<file path="src/rtl/spc_ram_arbiter_pkg.sv">
// Shared types and defaults for the DSP/CPU single-port RAM arbiter.
package spc_ram_arbiter_pkg;
  localparam int ADDR_W_DEF = 16;
  localparam int DATA_W_DEF = 8;

  typedef enum logic [1:0] {
    SEL_NONE = 2'd0,
    SEL_DSP  = 2'd1,
    SEL_CPU  = 2'd2
  } port_sel_e;

  typedef enum logic {
    ST_IDLE    = 1'b0,
    ST_PENDING = 1'b1
  } trk_state_e;
endpackage

</file>
<file path="src/rtl/arb_port_tracker.sv">
// Per-port access tracker: goes PENDING for the cycle after a grant, which is
// exactly the ack cycle, and forwards RAM read data only while acking.
module arb_port_tracker
  import spc_ram_arbiter_pkg::*;
#(
  parameter int DATA_W = DATA_W_DEF
) (
  input  logic              clock,
  input  logic              reset,
  input  logic              grant,
  input  logic [DATA_W-1:0] ram_rdata,
  output logic              ack,
  output logic [DATA_W-1:0] rdata
);
  trk_state_e state_q, state_d;

  always_comb begin
    state_d = ST_IDLE;
    if (grant) state_d = ST_PENDING;
  end

  always_ff @(posedge clock or negedge reset) begin
    if (!reset) state_q <= ST_IDLE;
    else        state_q <= state_d;
  end

  assign ack   = (state_q == ST_PENDING);
  assign rdata = ack ? ram_rdata : '0;
endmodule

</file>
<file path="src/rtl/spc_ram_arbiter.sv">
// Two-port (DSP, CPU) arbiter for a shared single-port synchronous RAM.
// DSP has priority; a saturating starvation counter hands the slot to the CPU.
module spc_ram_arbiter
  import spc_ram_arbiter_pkg::*;
#(
  parameter int ADDR_W       = ADDR_W_DEF,
  parameter int DATA_W       = DATA_W_DEF,
  parameter int STARVE_LIMIT = 4
) (
  input  logic              clock,
  input  logic              reset,
  input  logic              dsp_req,
  input  logic [ADDR_W-1:0] dsp_addr,
  input  logic [DATA_W-1:0] dsp_wdata,
  input  logic              dsp_we,
  output logic              dsp_ack,
  output logic [DATA_W-1:0] dsp_rdata,
  input  logic              cpu_req,
  input  logic [ADDR_W-1:0] cpu_addr,
  input  logic [DATA_W-1:0] cpu_wdata,
  input  logic              cpu_we,
  output logic              cpu_ack,
  output logic [DATA_W-1:0] cpu_rdata,
  output logic [ADDR_W-1:0] ram_address,
  output logic [DATA_W-1:0] ram_wdata,
  output logic              ram_write_enable,
  input  logic [DATA_W-1:0] ram_rdata,
  output logic              busy
);
  localparam logic [3:0] LIMIT = 4'(STARVE_LIMIT);

  port_sel_e  sel;
  logic       dsp_elig, cpu_elig;
  logic [3:0] starve_cnt_q, starve_cnt_d;

  // A port still acking its previous access is not eligible, so a held req
  // is never re-issued. Reset gates the grant so RAM drives drop immediately.
  always_comb begin
    dsp_elig = dsp_req & ~dsp_ack;
    cpu_elig = cpu_req & ~cpu_ack;
    sel      = SEL_NONE;
    if (reset) begin
      if (dsp_elig && cpu_elig) sel = (starve_cnt_q == LIMIT) ? SEL_CPU : SEL_DSP;
      else if (dsp_elig)        sel = SEL_DSP;
      else if (cpu_elig)        sel = SEL_CPU;
    end
  end

  always_comb begin
    starve_cnt_d = starve_cnt_q;
    if (!cpu_req || sel == SEL_CPU)
      starve_cnt_d = '0;
    else if (sel == SEL_DSP && cpu_elig && starve_cnt_q < LIMIT)
      starve_cnt_d = starve_cnt_q + 4'd1;
  end

  always_ff @(posedge clock or negedge reset) begin
    if (!reset) starve_cnt_q <= '0;
    else        starve_cnt_q <= starve_cnt_d;
  end

  always_comb begin
    ram_address      = '0;
    ram_wdata        = '0;
    ram_write_enable = 1'b0;
    case (sel)
      SEL_DSP: begin
        ram_address      = dsp_addr;
        ram_wdata        = dsp_wdata;
        ram_write_enable = dsp_we;
      end
      SEL_CPU: begin
        ram_address      = cpu_addr;
        ram_wdata        = cpu_wdata;
        ram_write_enable = cpu_we;
      end
      default: ;
    endcase
  end

  assign busy = (sel != SEL_NONE) | dsp_ack | cpu_ack;

  arb_port_tracker #(.DATA_W(DATA_W)) u_dsp_trk (
    .clock    (clock),
    .reset    (reset),
    .grant    (sel == SEL_DSP),
    .ram_rdata(ram_rdata),
    .ack      (dsp_ack),
    .rdata    (dsp_rdata)
  );

  arb_port_tracker #(.DATA_W(DATA_W)) u_cpu_trk (
    .clock    (clock),
    .reset    (reset),
    .grant    (sel == SEL_CPU),
    .ram_rdata(ram_rdata),
    .ack      (cpu_ack),
    .rdata    (cpu_rdata)
  );
endmodule
</file>
<file path="config.mk">
export PLATFORM = sky130hd
export DESIGN_NAME = spc_ram_arbiter
export DESIGN_NICKNAME = d
export VERILOG_FILES = /design/src/rtl/spc_ram_arbiter_pkg.sv /design/src/rtl/arb_port_tracker.sv /design/src/rtl/spc_ram_arbiter.sv
export SDC_FILE = /design/constraint.sdc
export NUM_CORES = 1
export LEC_CHECK = 0
export ABC_AREA = 1
export BUFFER_PORTS_ARGS = -buffer_cell sky130_fd_sc_hd__buf_2
export CORE_ASPECT_RATIO = 0.75
export CORE_UTILIZATION = 37
export CTS_BUF_LIST = sky130_fd_sc_hd__clkbuf_16
export DETAILED_ROUTE_END_ITERATION = 12
export MAX_ROUTING_LAYER = met4
export PLACE_DENSITY = 0.91
export SLEW_MARGIN = 5
export SYNTH_ARGS = -nofsm -noshare
export SYNTH_HDL_FRONTEND = slang
export SYNTH_SLANG_ARGS = --single-unit
</file>
<file path="constraint.sdc">
create_clock -name clock -period 4.45 [get_ports clock]
set_input_delay 0.89 -clock clock [delete_from_list [all_inputs] [get_ports clock]]
set_output_delay 0.89 -clock clock [all_outputs]
set_load 0.005 [all_outputs]
</file>
**After elaboration in Yosys (flattened, before gate mapping)**

Cells that the tools add are included.

- $add $sub $neg: 1
- Magnitude comparators: 1
- Equal/unequal tests: 3
- Multiplexer cells: 14
- Bitwise logic cells: 6
- Reductions and logical operators: 7

Operators by type and width:

| cell | number |
|---|---|
| $pmux 16 s2 | 1 |
| $mux 8 | 2 |
| $pmux 8 s2 | 1 |
| $mux 2 | 5 |
| $mux 4 | 2 |
| $add 4x1->4 const B | 1 |
| $eq 4x3->1 const B | 1 |
| $lt 4x3->1 const B | 1 |
| $reduce_bool 2->1 | 2 |
| $logic_and 1x1->1 | 3 |
| $and 1x1->1 | 2 |
| $eq 2x1->1 const B | 1 |
| $eq 2x2->1 const B | 1 |
| $mux 1 | 2 |
| $not 1->1 | 2 |
| $or 1x1->1 | 2 |
| $pmux 1 s2 | 1 |
| $logic_not 1->1 | 1 |
| $logic_or 1x1->1 | 1 |

- Register bits after elaboration: 6
- Output and inout bits: 44

**Depth between registers and ports, before layout**

Gate-level depths: netlist of the first run.

- Depth in word-level cells: 11
- Depth in mapped cells: 11

**By module**

A second synthesis of the first run with hierarchy kept.

- Cells, all modules: 168
- Area, all modules: 929.6 um^2

By module, submodules not included:

| module | instances | cells an instance | area an instance (um^2) |
|---|---|---|---|
| spc_ram_arbiter | 1 | 132 | 749.5 |
| arb_port_tracker | 2 | 18 | 90.1 |

**Worst setup path after synthesis of the first run**

OpenSTA, ideal clock, no wires.

- Path kind: in2out
- Start point: in cpu_req
- End point: out ram_address[0]
- Data arrival time: 1993 ps
- Required time: 3560 ps
- Setup slack: 1567 ps
- Stages: 10
- Cells stage by stage: inv_2 -> nor2_8 -> nand2_1 -> nor2_1 -> nor2_1 -> inv_1 -> ha_1 -> inv_1 -> buf_2 -> a21oi_1

- Word-level cells in the longest chain between the ends: 7
- Elaborated cells on any way between the ends: 9
- Classes of those cells: 2 x eq/ne; 5 x mux; 1 x bitwise; 1 x reduce/logical

Ends and longest elaborated chain:

| element | line | text |
|---|---|---|
| start: declaration | spc_ram_arbiter.sv:18 | `input logic cpu_req,` |
| $and 1x1->1 (*) | spc_ram_arbiter.sv:40 | `cpu_elig = cpu_req & ~cpu_ack;` |
| $mux 2 | spc_ram_arbiter.sv:45 | `else if (cpu_elig) sel = SEL_CPU;` |
| $mux 2 | spc_ram_arbiter.sv:44 | `else if (dsp_elig) sel = SEL_DSP;` |
| $mux 2 (*) | spc_ram_arbiter.sv:43 | `if (dsp_elig && cpu_elig) sel = (starve_cnt_q == LIMIT) ? SEL_CPU : SEL_DSP;` |
| $mux 2 (*) | spc_ram_arbiter.sv:42 | `if (reset) begin` |
| $eq 2x2->1 or $eq 2x1->1 (tied branches) | spc_ram_arbiter.sv:66 | `case (sel)` |
| $pmux 16 s2 (*) | spc_ram_arbiter.sv:66 |  |
| end: declaration | spc_ram_arbiter.sv:24 | `output logic [ADDR_W-1:0] ram_address,` |

Mark *: on every way between the ends. The rest lies on a longest branch, timed or not.

**Final worst setup path of the first run**

- Start point: in cpu_req
- End point: out ram_address[1]

- Word-level cells in the longest chain between the ends: 7
- Elaborated cells on any way between the ends: 9
- Classes of those cells: 2 x eq/ne; 5 x mux; 1 x bitwise; 1 x reduce/logical

Ends and longest elaborated chain:

| element | line | text |
|---|---|---|
| $and 1x1->1 (*) | spc_ram_arbiter.sv:40 |  |
| $mux 2 | spc_ram_arbiter.sv:45 |  |
| $mux 2 | spc_ram_arbiter.sv:44 |  |
| $mux 2 (*) | spc_ram_arbiter.sv:43 |  |
| $mux 2 (*) | spc_ram_arbiter.sv:42 |  |
| $eq 2x2->1 (*) | n/a |  |
| via u_cpu_trk.grant | arb_port_tracker.sv:10 | `input logic grant,` |
| $pmux 16 s2 (*) | spc_ram_arbiter.sv:66 |  |

Mark *: on every way through the listed nets, which the timed path passes. The rest lies on a longest branch.

==> results of run 1 <==
==> worst register-to-register path, delay by kind of cell (launching register included) <==
family / cells / cell delay (ps)
buffers and inverters: 2 / 330
adders and majority gates: 2 / 950
and+or+nand+nor: 7 / 610
DFF: 1 / 410
==> sequential cells by signal, summed over array words and instances, names as in the netlist <==
signal / flops
starve_cnt_q: 4
u_cpu_trk.ack: 1
u_dsp_trk.ack: 1
==> synthesized netlist by cell type (2+ instances only) <==
| cell type | n | area (µm²) |
|---|---|---|
| dfrtp_1 | 6 | 150 |
| inv_2 | 2 | 7.51 |
| nand2_2 | 2 | 12.5 |
| buf_4 | 4 | 30.0 |
| nand3_1 | 5 | 25.0 |
| ha_1 | 6 | 75.1 |
| buf_6 | 3 | 33.8 |
| nor2_1 | 4 | 15.0 |
| nand4_1 | 2 | 12.5 |
| inv_1 | 23 | 86.3 |
| buf_2 | 3 | 15.0 |
| nand2_1 | 74 | 278 |
| a21oi_1 | 25 | 125 |
==> per-stage QoR <==
stage          hold WS [ps]  setup slack (ps)
6_report                498               921
3_3_place_gp            520               983
4_1_cts                 499               912
5_1_grt                 508               690
3_5_place_dp            536               923
2_1_floorplan           493              1570
==> logic make-up after synthesis <==
kind of cell | Yosys count | share of synthesized area, %
adders and majority gates | 6 | 7.89
DFF | 6 | 15.8
AOI/OAI and AO/OA | 28 | 15.7
and+or+nand+nor | 93 | 42.5
buffers and inverters | 35 | 18.2
==> worst paths after layout <==
path | from | endpoint | cells after the start | slack [ps]
setup / recovery | cpu_req | ram_address[1] | 10 | 920
hold / removal | reset | starve_cnt_q[0] | 1 | 500
hold reg to reg | starve_cnt_q[3] | starve_cnt_q[3] | 2 | 540
min in group clock | starve_cnt_q[3] | starve_cnt_q[3] | 2 | 540
max in group asynchronous | reset | u_cpu_trk.ack | 1 | 3780
setup reg to reg | starve_cnt_q[0] | starve_cnt_q[1] | 11 | 2060
==> power by group <==
part	total [µW]	switching, µW	internal [µW]
Combinational	99.4	52.2	47.2
Sequential	67.5	8.39	59.1
Clock	145	29.7	115
Total	312	90.3	222
==> final cells by class <==
cell class | instances | area [µm²]
sequential | 6 | 150
fill | 240 | 842
tap | 34 | 42.5
timing repair buffer | 106 | 533
inverter | 25 | 93.8
clock buffer | 3 | 75.1
multi-input combinational | 127 | 628
==> metal layers <==
layer / vias up / global-route usage (%) / routed length, µm
li1: 713 / - / -
met1: 582 / 26.7 / 1300
met2: 47 / 33.2 / 1460
met3: 0 / 4.26 / 185
met4: 0 / 4.09 / 0
met5: - / - / 0
==> impl_metrics.py, run 1 <==
metrics = {
    "placement": {
        "port_buffers": 105,
        "dp.cells": 298,
        "dp_hpwl_um": 2390,
        "gp_congestion": 0.879,
        "placed_area_um2": 1450,
    },
    "clock_network": {
        "htreeDepth": 1,
        "cts_buffers": 3,
        "cts_tree": "done",
        "clkLatencyLatePin_ps": 230,
        "cts_buffer_depth": 2,
        "cts_setup_buffers": 0,
        "clk_pin_slew_ps": 30,
        "cts_num_sinks": 6,
        "cts_resized": 0,
        "clock-root-buffer": "clkbuf_16",
        "cts_hold_buf": 0,
    },
    "global_routing": {
        "grt_pass1_wl_um": 4170,
        "overflow": 0,
        "grt_max_degree": 28,
        "antenna_found_initial": 0,
        "grt_use_total_pct": 20.6,
        "grt_pass1_vias": 1007,
    },
    "routing": {
        "drtIter0Drc": 54,
        "drt_first_pass_iters": 4,
        "drc": 0,
        "wire_per_inst_um": 9.80,
        "drt-total-wl_um": 2950,
        "vias": 1342,
        "via_per_inst": 4.46,
        "ant_nets": 0,
    },
    "timing": {
        "hold_violations": 0,
        "skew_ps": 3.01,
        "slew_viol_final": 0,
        "setup_viol": 0,
        "finalSetupTns_ps": 0,
        "tightest_slew_ps": 873,
        "relSlewSlack_pct": 41.8,
        "rsz0062_at_grt": "no",
        "fmax_mhz": 283,
        "layout_min_cycle_time_ps": 3530,
        "period_share_pct": 79.3,
    },
    "min_path": {
        "min_path_type": "in2async",
    },
    "critical_path": {
        "path_cells": "buf_2, inv_2, nor2_8, a21boi_2, nand2_2, inv_2, ha_1, nand2_1, a21oi_1, buf_2",
        "path_max_fanout": 27,
        "startpoint_type": "input port",
        "critPathBufInv": 4,
        "max_stage_delay_ps": 720,
        "cp-end-kind": "output pin",
        "critical_path_class": "in2out",
        "crit_family": "adder cells",
        "required_ps": 3560,
        "slowest_stage": "ha_1",
        "crit_arrival_ps": 2640,
    },
    "finish": {
        "layout.cells.most_common": "buf_2",
        "fin_cells": 301,
        "layout_common_cells": "buf_2 (105), nand2_1 (74), a21oi_1 (25)",
        "post-route-cell-area_um2": 1520,
        "area_growth_pct": 60.1,
        "fin_nets": 337,
        "diodes": 0,
        "drive_above_1_share_pct": 44.2,
        "final_core_util_pct": 64.4,
    },
    "power": {
        "power.density_nw_per_um2": 205,
        "total_power_uw": 312,
        "leakage_uw": 0.000974,
        "max-vdd-ir-drop_v": 0.000125,
    },
    "floorplanning": {
        "coreArea_um2": 2360,
        "placementRows": 15,
        "fp.dieH_um": 45.9,
        "die_x_um": 60.5,
        "die-area_um2": 2780,
        "top_level_ports": 106,
        "start_util_pct": 40.2,
    },
    "synthesis": {
        "async_reset_ff_share_pct": 100,
        "yosysSeqAreaShare_pct": 15.8,
        "netlist_instances": 168,
        "synth_area_um2": 951,
        "syn_nets": 236,
        "ys.flop_type": "dfrtp_1",
        "avgSynthCellArea_um2": 5.66,
        "yosysWarningCount": 0,
        "synth_edf_count": 0,
        "synth-seq-cells": 6,
        "synthDistinctLibCells": 22,
    },
    "outcome": {
        "status": "completed",
    },
    "job": {
        "maxCapViolations": 0,
    },
}
Power figures use the tool's default switching activity.
==> run 2, diff against run 1 <==
--- a/config.mk
+++ b/config.mk
@@ -8,11 +8,11 @@
 export ABC_AREA = 1
 export BUFFER_PORTS_ARGS = -buffer_cell sky130_fd_sc_hd__buf_2
 export CORE_ASPECT_RATIO = 0.75
-export CORE_UTILIZATION = 37
+export CORE_UTILIZATION = 31
 export CTS_BUF_LIST = sky130_fd_sc_hd__clkbuf_16
 export DETAILED_ROUTE_END_ITERATION = 12
 export MAX_ROUTING_LAYER = met4
-export PLACE_DENSITY = 0.91
+export PLACE_DENSITY = 0.82
 export SLEW_MARGIN = 5
 export SYNTH_ARGS = -nofsm -noshare
 export SYNTH_HDL_FRONTEND = slang
==> constraint.sdc (replaced) <==
create_clock -name clock -period 3.1 [get_ports clock]
set_input_delay 0.62 -clock clock [delete_from_list [all_inputs] [get_ports clock]]
set_output_delay 0.62 -clock clock [all_outputs]
set_load 0.005 [all_outputs]
==> run 2 against run 1 <==
Compared with the run above: global-route usage fell by 3.1 points; sequential power rose by 43%; sequential cell count did not move; critical endpoint is now ram_wdata[1]; highest routed layer is now met4.
==> impl_metrics.py, run 2 (same netlist as run 1, synthesis figures left out) <==
metrics = {
    "outcome": {
        "status": "completed",
    },
    "clock_network": {
        "htreeDepth": 1,
        "clock-root-buffer": "clkbuf_16",
        "cts_num_sinks": 6,
        "cts_tree": "done",
        "clk_pin_slew_ps": 30,
        "cts_buffer_depth": 2,
        "cts_hold_buf": 0,
        "clkLatencyLatePin_ps": 230,
        "cts_buffers": 3,
    },
    "finish": {
        "largest_reg_flops": 4,
        "largest_register": "starve_cnt_q",
        "layout_common_cells": "buf_2 (105), nand2_1 (74), a21oi_1 (25)",
        "final_core_util_pct": 53.5,
        "drive_above_1_share_pct": 45.6,
        "layout.cells.most_common": "buf_2",
        "fin_nets": 340,
        "area_growth_pct": 65.0,
        "diodes": 0,
    },
    "global_routing": {
        "grt_max_degree": 26,
        "grt_pass1_wl_um": 4330,
        "grt_use_total_pct": 17.5,
        "antenna_found_initial": 0,
        "overflow": 0,
        "grt_pass1_vias": 1042,
    },
    "timing": {
        "skew_ps": 4.54,
        "period_share_pct": 92.4,
        "slew_viol_final": 0,
        "tightest_slew_ps": 466,
        "hold_slack_ps": 226,
        "setup_viol": 0,
        "hold_violations": 0,
        "relSlewSlack_pct": 68.9,
        "finalSetupTns_ps": 0,
        "layout_min_cycle_time_ps": 2860,
        "fmax_mhz": 349,
    },
    "critical_path": {
        "reg2reg_slack_ps": 1200,
        "crit_start": "starve_cnt_q[0]",
        "reg2reg_from": "starve_cnt_q[0]",
        "ff2ff_path_depth": 11,
        "required_ps": 2480,
        "crit_family": "adder cells",
        "path_cells": "inv_1, ha_1, nand3_1, nor2_1, nor2_1, inv_1, ha_2, clkinvlp_4, a21oi_1, buf_2",
        "critical_path_class": "reg2out",
        "crit_arrival_ps": 2240,
        "max_stage_delay_ps": 410,
        "cp-end-kind": "output pin",
        "slowest_stage": "dfrtp_1",
        "critPathBufInv": 4,
        "worstReg2RegEnd": "starve_cnt_q[3]",
        "startpoint_type": "register",
        "path_max_fanout": 13,
    },
    "power": {
        "max-vdd-ir-drop_v": 0.000198,
        "leakage_uw": 0.000983,
        "power.density_nw_per_um2": 289,
        "internal-power_uw": 322,
        "p_sw_share_pct": 28.9,
        "power.share.clock_pct": 45.8,
        "power_frac_seq_pct": 21.3,
        "p_sw_uw": 131,
        "power_frac_comb_pct": 32.9,
    },
    "floorplanning": {
        "coreArea_um2": 2940,
        "fp.dieH_um": 50.0,
        "start_util_pct": 32.4,
        "die_x_um": 66.0,
        "die-area_um2": 3300,
        "top_level_ports": 106,
        "placementRows": 17,
    },
    "routing": {
        "vias": 1362,
        "drc": 0,
        "drt_first_pass_iters": 4,
        "ant_nets": 0,
        "drt-total-wl_um": 2890,
        "drtIter0Drc": 31,
        "wire_per_inst_um": 9.39,
        "via_per_inst": 4.42,
    },
    "placement": {
        "dp_hpwl_um": 2310,
        "port_buffers": 105,
        "gp_congestion": 0.826,
    },
    "min_path": {
        "min_path_type": "in2async",
    },
    "job": {
        "maxCapViolations": 0,
    },
}
-- run 2: changes by cell type in the layout (fill, tap and decap cells not counted), sizes merged --
cell / before / now
buf: 106 / 108
clkinvlp: 0 / 2
inv: 25 / 24
-- run 2: metrics by stage --
step	setup WS [ps]	std cells	area (µm²)	total power, µW
floorplan	757	168	951	173
global placement	198	304	1480	241
detailed placement	177	304	1480	243
CTS	93.3	307	1560	453
global route	-9.61	308	1570	482
finish	236	308	1570	453
-- run 2: what timing repair did --
item | in CTS | in global routing
resized for setup | 0 | 3
buffers inserted | 0 | 0
setup endpoints to repair | 0 | 25
-- run 2: per-layer routing --
metal,vias to the layer above,routed length [µm],GRT usage (%)
met5,-,0,-
met4,0,33,7.45
met3,4,312,3.70
met2,84,1290,28.2
met1,556,1250,20.9
li1,718,-,-
-- run 2: how the worst max path moves through the flow --
| stage | endpoint | slack, ps | cells past startpoint |
|---|---|---|---|
| 2_1_floorplan | ram_address[0] | 760 | 10 |
| 3_3_place_gp | ram_address[13] | 200 | 11 |
| 3_5_place_dp | ram_address[3] | 180 | 11 |
| 4_1_cts | ram_address[3] | 90 | 10 |
| 5_1_grt | ram_wdata[1] | -10 | 10 |
| 6_report | ram_wdata[1] | 240 | 10 |
-- run 2: cell type report --
type	count	area (µm²)
inverters	25	97.6
flip-flops and latches	6	150
repair inverters	1	7.51
repair buffers	108	561
clock buffers	3	75.1
multi-input cells	127	631
fillers	292	1370
well taps	38	47.5
-- run 2: power groups by stage --
stage | sequential, µW | combinational [µW] | clock, µW
finish | 96.5 | 149 | 208
global route | 98.3 | 169 | 215
CTS | 96.8 | 145 | 212
detailed placement | 97.7 | 145 | 0
global placement | 97.6 | 143 | 0
floorplan | 91.7 | 81.5 | 0
==> run 3, diff against run 2 <==
--- a/config.mk
+++ b/config.mk
@@ -8,11 +8,11 @@
 export ABC_AREA = 1
 export BUFFER_PORTS_ARGS = -buffer_cell sky130_fd_sc_hd__buf_2
 export CORE_ASPECT_RATIO = 0.75
-export CORE_UTILIZATION = 31
-export CTS_BUF_LIST = sky130_fd_sc_hd__clkbuf_16
+export CORE_UTILIZATION = 32
+export CTS_BUF_LIST = sky130_fd_sc_hd__clkbuf_8
 export DETAILED_ROUTE_END_ITERATION = 12
 export MAX_ROUTING_LAYER = met4
-export PLACE_DENSITY = 0.82
+export PLACE_DENSITY = 0.84
 export SLEW_MARGIN = 5
 export SYNTH_ARGS = -nofsm -noshare
 export SYNTH_HDL_FRONTEND = slang
==> run 3 against run 2 <==
Compared with the run above: critical path depth up 1; non-clock buffer count down 1; total power fell by 20%; clock skew shrank 4.2 ps; cell count fell by 1.3%; combinational power about the same; design area decreased by 2.7%; sequential cell count is the same; clock-buffer cell count is the same; worst setup slack better by 10 ps; critical path type unchanged.
==> impl_metrics.py, run 3 (same netlist as run 1, synthesis figures left out) <==
metrics = {
    "finish": {
        "area_growth_pct": 60.5,
        "layout.cells.most_common": "buf_2",
        "largest_register": "starve_cnt_q",
        "largest_reg_flops": 4,
        "diodes": 0,
        "drive_above_1_share_pct": 44.8,
        "layout_common_cells": "buf_2 (105), nand2_1 (74), a21oi_1 (25)",
        "fin_nets": 338,
        "fillers": 287,
    },
    "clock_network": {
        "clk_pin_slew_ps": 40,
        "cts_buffer_depth": 2,
        "cts_buffers": 3,
        "cts_tree": "done",
        "clkLatencyLatePin_ps": 220,
        "htreeDepth": 1,
        "clock-root-buffer": "clkbuf_8",
        "cts_num_sinks": 6,
    },
    "min_path": {
        "min_path_type": "in2async",
    },
    "global_routing": {
        "grt_use_total_pct": 17.7,
        "grt_max_degree": 28,
        "grt_pass1_vias": 1070,
        "antenna_found_initial": 0,
        "overflow": 0,
        "grt_pass1_wl_um": 4360,
    },
    "routing": {
        "vias": 1305,
        "drt_first_pass_iters": 4,
        "wire_per_inst_um": 9.13,
        "drc": 0,
        "ant_nets": 0,
        "via_per_inst": 4.29,
        "drtIter0Drc": 59,
        "drt-total-wl_um": 2780,
    },
    "timing": {
        "hold_slack_ps": 227,
        "skew_ps": 0.307,
        "setup_viol": 0,
        "layout_min_cycle_time_ps": 2850,
        "rsz0062_at_grt": "no",
        "tightest_slew_ps": 484,
        "relSlewSlack_pct": 67.7,
        "fin_ws_ps": 247,
        "fmax_mhz": 350,
        "period_share_pct": 92.0,
        "slew_viol_final": 0,
        "finalSetupTns_ps": 0,
        "hold_violations": 0,
    },
    "placement": {
        "dp_hpwl_um": 2180,
        "gp_congestion": 0.796,
        "pre_cts_ws_ps": 118,
        "port_buffers": 105,
    },
    "floorplanning": {
        "fp.dieH_um": 49.2,
        "coreArea_um2": 2720,
        "placementRows": 16,
        "die_x_um": 64.9,
        "start_util_pct": 34.9,
        "die-area_um2": 3200,
        "top_level_ports": 106,
    },
    "outcome": {
        "status": "completed",
    },
    "power": {
        "max-vdd-ir-drop_v": 0.000119,
        "leakage_uw": 0.000970,
        "power.density_nw_per_um2": 239,
    },
    "critical_path": {
        "startpoint_type": "register",
        "path_max_fanout": 18,
        "reg2reg_from": "starve_cnt_q[0]",
        "crit_arrival_ps": 2230,
        "ff2ff_path_depth": 11,
        "worstReg2RegEnd": "starve_cnt_q[3]",
        "required_ps": 2480,
        "reg2reg_slack_ps": 1070,
        "cp-end-kind": "output pin",
        "critical_path_class": "reg2out",
    },
    "job": {
        "maxCapViolations": 0,
    },
}
-- run 3: per-stage QoR --
| stage | util, % | instance area [µm²] | power, µW | instances |
|---|---|---|---|---|
| finish | 56.1 | 1530 | 365 | 304 |
| global route | 56.1 | 1530 | 396 | 304 |
| CTS | 56.1 | 1530 | 369 | 304 |
| detailed placement | 54.5 | 1480 | 248 | 301 |
| global placement | 54.5 | 1480 | 245 | 301 |
| floorplan | - | 951 | 173 | 168 |
-- run 3: final cells by class --
| cell class | count | area, µm² | share of cell area [%] |
|---|---|---|---|
| sequential | 6 | 150 | 9.84 |
| tap | 36 | 45.0 | 2.95 |
| inverter | 25 | 93.8 | 6.15 |
| timing repair buffer | 107 | 566 | 37.0 |
| multi-input combinational | 127 | 631 | 41.3 |
| clock buffer | 3 | 41.3 | 2.70 |
-- run 3: metal layers --
layer  vias up  GRT usage, %  share of wire [%]
met5         -             -                  0
met4         0          7.41                1.4
met3         4          3.74                5.7
met2        45          29.3                 48
met1       542          20.5                 45
li1        714             -                  -
-- run 3: power breakdown --
| part | internal, µW | total, µW | switching [µW] |
|---|---|---|---|
| Sequential | 84.8 | 97.1 | 12.3 |
| Combinational | 74.4 | 149 | 74.6 |
| Clock | 83.5 | 118 | 34.9 |
-- run 3: critical path, stage by stage (launching register included) --
cell,delay [ps]
dfrtp_1,410
inv_1,80
ha_1,210
nand3_1,130
nor2_1,60
nor2_1,130
inv_1,100
ha_1,290
inv_1,230
buf_12,190
a21oi_1,50
buf_2,130
-- run 3: worst max path at each step --
| stage | from | endpoint | slack (ps) | depth (start not counted) |
|---|---|---|---|---|
| 2_1_floorplan | cpu_req | ram_address[0] | 760 | 10 |
| 3_3_place_gp | cpu_req | ram_address[14] | 170 | 10 |
| 3_5_place_dp | cpu_req | ram_wdata[0] | 120 | 10 |
| 4_1_cts | starve_cnt_q[0] | ram_wdata[0] | 230 | 11 |
| 5_1_grt | starve_cnt_q[0] | ram_address[12] | 20 | 10 |
| 6_report | starve_cnt_q[0] | ram_address[12] | 250 | 11 |
-- run 3: repair_timing --
action | 4_1_cts | 5_1_grt
setup endpoints to repair | 13 | 0
endpoints found under the hold margin | 0 | 0
setup buffers | 0 | 0
gates resized for setup | 1 | 0
hold buffers | 0 | 0
